### src/rtl/hc165_piso_if.sv
`default_nettype none
// ============================================================================
//  Module   : hc165_piso_if
//  Brief    : Load/shift controls, parallel data and status bus of hc165_piso.
//  Revision : 1.0
// ============================================================================
interface hc165_piso_if #(
    parameter int WIDTH = 8
);
    localparam int CW = $clog2(WIDTH + 1);

    logic             PL_n;
    logic             CE_n;
    logic             DS;
    logic [WIDTH-1:0] D;
    logic [WIDTH-1:0] Q;
    logic             Q7;
    logic             Q7_n;
    logic [CW-1:0]    CNT;
    logic             BUSY;
    logic             LAST;

    modport master (
        output PL_n, CE_n, DS, D,
        input  Q, Q7, Q7_n, CNT, BUSY, LAST
    );

    modport slave (
        input  PL_n, CE_n, DS, D,
        output Q, Q7, Q7_n, CNT, BUSY, LAST
    );
endinterface
`default_nettype wire

### src/rtl/hc165_piso.sv
`default_nettype none
// ============================================================================
//  Module   : hc165_piso
//  Brief    : 74HC165-style PISO shift register with frame bit counter/flags.
//  Revision : 1.0
// ============================================================================
module hc165_piso #(
    parameter int  WIDTH = 8,
    localparam int CW    = $clog2(WIDTH + 1)
) (
    input  wire logic      CP,
    input  wire logic      MR_n,
    hc165_piso_if.slave    bus
);
    localparam logic [CW-1:0] C_CNT_FULL = CW'(WIDTH);
    localparam logic [CW-1:0] C_CNT_ONE  = CW'(1);

    logic [WIDTH-1:0] r_q;
    logic [CW-1:0]    r_cnt;

    // Priority: reset, then load, then shift; load ignores CE_n entirely.
    always_ff @(posedge CP) begin
        if (!MR_n) begin
            r_q   <= '0;
            r_cnt <= '0;
        end else if (!bus.PL_n) begin
            r_q   <= bus.D;
            r_cnt <= C_CNT_FULL;
        end else if (!bus.CE_n) begin
            r_q <= {r_q[WIDTH-2:0], bus.DS};
            // Counter saturates at zero so cascade shifting never re-arms BUSY.
            if (r_cnt != '0) begin
                r_cnt <= r_cnt - C_CNT_ONE;
            end
        end
    end

    assign bus.Q    = r_q;
    assign bus.Q7   = r_q[WIDTH-1];
    assign bus.Q7_n = ~r_q[WIDTH-1];
    assign bus.CNT  = r_cnt;
    assign bus.BUSY = (r_cnt != '0);
    assign bus.LAST = (r_cnt == C_CNT_ONE);
endmodule
`default_nettype wire

### src/flat_wrapper.sv
// flat-port wrapper written by rule: the top's interface ports become plain ports
module hc165_piso_flat 
#(
    parameter int  WIDTH = 8,
    localparam int CW    = $clog2(WIDTH + 1)
)
  (CP, MR_n, bus_PL_n, bus_CE_n, bus_DS, bus_D, bus_Q, bus_Q7, bus_Q7_n, bus_CNT, bus_BUSY, bus_LAST);
  hc165_piso_if #(.WIDTH(WIDTH)) bus_i ();
  input  wire logic CP;
  input  wire logic MR_n;
  input wire logic [$bits(bus_i.PL_n)-1:0] bus_PL_n;
  input wire logic [$bits(bus_i.CE_n)-1:0] bus_CE_n;
  input wire logic [$bits(bus_i.DS)-1:0] bus_DS;
  input wire logic [$bits(bus_i.D)-1:0] bus_D;
  output wire logic [$bits(bus_i.Q)-1:0] bus_Q;
  output wire logic [$bits(bus_i.Q7)-1:0] bus_Q7;
  output wire logic [$bits(bus_i.Q7_n)-1:0] bus_Q7_n;
  output wire logic [$bits(bus_i.CNT)-1:0] bus_CNT;
  output wire logic [$bits(bus_i.BUSY)-1:0] bus_BUSY;
  output wire logic [$bits(bus_i.LAST)-1:0] bus_LAST;
  assign bus_i.PL_n = bus_PL_n;
  assign bus_i.CE_n = bus_CE_n;
  assign bus_i.DS = bus_DS;
  assign bus_i.D = bus_D;
  assign bus_Q = bus_i.Q;
  assign bus_Q7 = bus_i.Q7;
  assign bus_Q7_n = bus_i.Q7_n;
  assign bus_CNT = bus_i.CNT;
  assign bus_BUSY = bus_i.BUSY;
  assign bus_LAST = bus_i.LAST;
  hc165_piso #(.WIDTH(WIDTH)) u_core (.CP(CP), .MR_n(MR_n), .bus(bus_i));
endmodule
### config.mk
export PLATFORM = sky130hd
export DESIGN_NAME = hc165_piso_flat
export DESIGN_NICKNAME = d
export VERILOG_FILES = /design/src/rtl/hc165_piso_if.sv /design/src/rtl/hc165_piso.sv /design/src/flat_wrapper.sv
export SDC_FILE = /design/constraint.sdc
export NUM_CORES = 1
export LEC_CHECK = 0
export ABC_AREA = 1
export BUFFER_PORTS_ARGS = -buffer_cell sky130_fd_sc_hd__clkbuf_2
export CAP_MARGIN = 20
export CORE_AREA = 2 2 39 41
export CTS_BUF_LIST = sky130_fd_sc_hd__clkbuf_4
export DETAILED_ROUTE_END_ITERATION = 8
export DIE_AREA = 0 0 41 43
export PLACE_DENSITY = 0.83
export SYNTH_ARGS = -nofsm -noshare
export SYNTH_HDL_FRONTEND = slang
export SYNTH_SLANG_ARGS = --single-unit
### constraint.sdc
create_clock -name CP -period 2.6 [get_ports CP]
set_input_delay 0.52 -clock CP [delete_from_list [all_inputs] [get_ports CP]]
set_output_delay 0.52 -clock CP [all_outputs]
set_load 0.005 [all_outputs]
==> summary.txt <==
Global routing
  – Largest net degree at the start of global routing: 11
  – GRT Residual Overflow: 0
  – Total track usage: 16.5%
  – Initial antenna violation count: 0
  – Vias in the first global route: 534
  – First-pass GRT wire length: 1.98 mm

STA
  – RSZ-0062 raised after global routing: false
  – Slew at the pin closest to its max-slew limit: 0.229 ns
  – TNS Setup: 0 ns
  – Fmax achieved: 577 MHz
  – Finish-stage setup viols: 0
  – Max Slew Vio Count: 0
  – Clk_skew: 0.000271 ns
  – Final hold viol count: 0
  – Final Cycle Share: 66.7%
  – Slew Limit Headroom: 84.7%
  – Min Tclk post-route: 1.73 ns

Clocking
  – Setup bufs post-CTS: 0
  – CTS tree: built
  – Hold-fix buffers, CTS: 0
  – Clk pin slew, worst setup/hold paths: 0.07 ns
  – Number of buffers created by CTS: 3
  – Later-pin clock latency in the skew report: 0.27 ns
  – CTS resizes: 0
  – CTS max path bufs: 2
  – Clock Sinks: 12
  – CTS root buf: clkbuf_4
  – H-tree depth: 1

Critical path
  – Critical Path Max Stage Delay: 0.42 ns
  – Crit-path slowest cell: dfxtp_1
  – Startpoint Class: flip-flop
  – Crit path buf inv count: 2
  – Worst-path maximum fanout: 6
  – Cell class contributing the biggest share of worst-path delay: flip-flops
  – Worst-path cell chain: inv_1 -> ha_1 -> nand3_2 -> clkbuf_2
  – CP Capture Type: primary output
  – WP data arrival: 1.21 ns
  – Req. time, crit path: 2.08 ns
  – Setup Crit Path Kind: reg -> out

Power
  – Power per Cell Area: 508 nW/um2
  – NetSw: 112 uW
  – Comb pwr share: 20.4%
  – Leak: 0.000461 uW
  – Internal: 287 uW
  – Sequential group share of total power: 50.8%
  – Worst VDD drop: 0.333 mV
  – Switching Share: 28.0%
  – Clock power share: 28.8%

Yosys
  – Count of cell types in the netlist: 18
  – Yosys reg bits: 12
  – Commonest cells in the netlist: inv_1, nand2_1, dfxtp_1
  – Top cells by area, synth: dfxtp_1, inv_1, nand2_1, o221ai_1, ha_1
  – Net Count, Synth: 102
  – Ys async rst share: 0%
  – Post-synth EDFFs: 0
  – Synth area leader: dfxtp_1
  – Syn. warnings: 0
  – Synth Cell Area: 612 um2
  – Share of the synthesized area in the top cell type: 39.3%
  – Syn avg cell area: 7.03 um2
  – Top-count cell post-synth: inv_1
  – Seq/Total Area, Yosys: 39.3%
  – Syn Inst Count: 87
  – Top_reg_cell synth: dfxtp_1

Floorplanning
  – Die area: 1760 um2
  – Ports: 29
  – Die X: 41 um
  – Row count: 14
  – Die height: 43 um
  – Starting density of the core: 44.2%
  – CORE AREA: 1380 um2

Routing
  – First-pass detailed-route iteration total: 4
  – DRC viols: 0
  – Antenna Nets Post-Route: 0
  – WL final: 1.29 mm
  – DR WL/cell: 9.72 um
  – DR iter-0 viols: 9
  – Via count: 638
  – Vias per cell: 4.80

Finish
  – Filler cells: 137
  – # diodes: 0
  – Layout area overhead: 28.4%
  – Share of cells above drive strength 1: 29.1%
  – # nets final: 133
  – FF+latch area: 240 um2
  – Final std cells w/o fill: 133
  – Area of the multi-input gates: 269 um2

Run status
  – Outcome: completed

Place
  – Port Buffers: 28
  – Detail Placement HPWL: 1.02 mm
  – Inst Count DP: 129
  – Routability congestion estimate: 0.701

Run
  – Max-cap violations: 0

Hold path
  – Worst hold path class: reg -> reg
-- per-layer routing --
metal	track usage [%]	part of all wire, %	vias up
met3	6.81	8.8	5
met4	10.0	1.9	0
met5	0	0	-
li1	-	-	334
met1	18.5	43	267
met2	24.7	46	32
-- logic make-up after synthesis --
kind of cell | Yosys count | synth area share (%)
adders and majority gates | 2 | 4.09
DFF | 12 | 39.3
AOI/OAI and AO/OA | 14 | 15.5
buffers and inverters | 26 | 16.8
and+or+nand+nor | 33 | 24.3
-- worst paths after layout --
check                    startpoint                end  slack (ns)  cells past startpoint
hold reg to reg   u_core.bus.CNT[0]  u_core.bus.CNT[0]        0.53                      1
setup / recovery  u_core.bus.CNT[0]           bus_BUSY        0.87                      4
hold / removal    u_core.bus.CNT[0]  u_core.bus.CNT[0]        0.53                      1
setup reg to reg  u_core.bus.CNT[0]  u_core.bus.CNT[2]        1.33                      7
-- cell usage in the layout, fill, tap and decap left out --
cell type  count
o21ai_0        2
o211ai_1       1
a21oi_1        3
nor3b_1        1
clkbuf_4       3
nand3_1        4
inv_1         24
ha_1           2
dfxtp_1       12
and2_4         1
o221ai_1       6
nand2_2        1
nand4_1        1
nand2_1       21
clkbuf_2      28
clkinv_1       1
o21ai_1        2
nand3_2        1
nor2_1         3
-- power by group through the flow --
stage | Clock [uW] | Sequential, uW | Combinational [uW]
2_1_floorplan | 0 | 208 | 48.3
3_3_place_gp | 0 | 206 | 79.4
3_5_place_dp | 0 | 207 | 81.4
4_1_cts | 116 | 203 | 82.2
5_1_grt | 128 | 204 | 92.6
6_report | 115 | 203 | 81.4
-- flip-flops by register name, indices dropped and copies added (netlist names) --
register        count
u_core.bus.Q        8
u_core.bus.CNT      4
-- metrics by stage --
| step | util, % | total power (uW) | worst slack [ns] | area [um2] | hold slack [ns] |
|---|---|---|---|---|---|
| after detailed placement | 54.9 | 288 | 1.17 | 759 | 0.517 |
| after floorplan | - | 256 | 1.31 | 612 | 0.488 |
| after CTS | 56.8 | 401 | 0.874 | 786 | 0.533 |
| after global placement | 54.9 | 286 | 1.20 | 759 | 0.494 |
| after global routing | 56.8 | 425 | 0.803 | 786 | 0.564 |
| final | 56.8 | 399 | 0.867 | 786 | 0.525 |
-- final cells by class --
| cell class | count | share of cell area (%) |
|---|---|---|
| timing repair buffer | 28 | 17.8 |
| multi-input combinational | 49 | 34.2 |
| clock buffer | 3 | 2.87 |
| tap | 16 | 2.55 |
| clock inverter | 1 | 0.478 |
| sequential | 12 | 30.6 |
| inverter | 24 | 11.5 |
(Power assumes the default switching activity.)
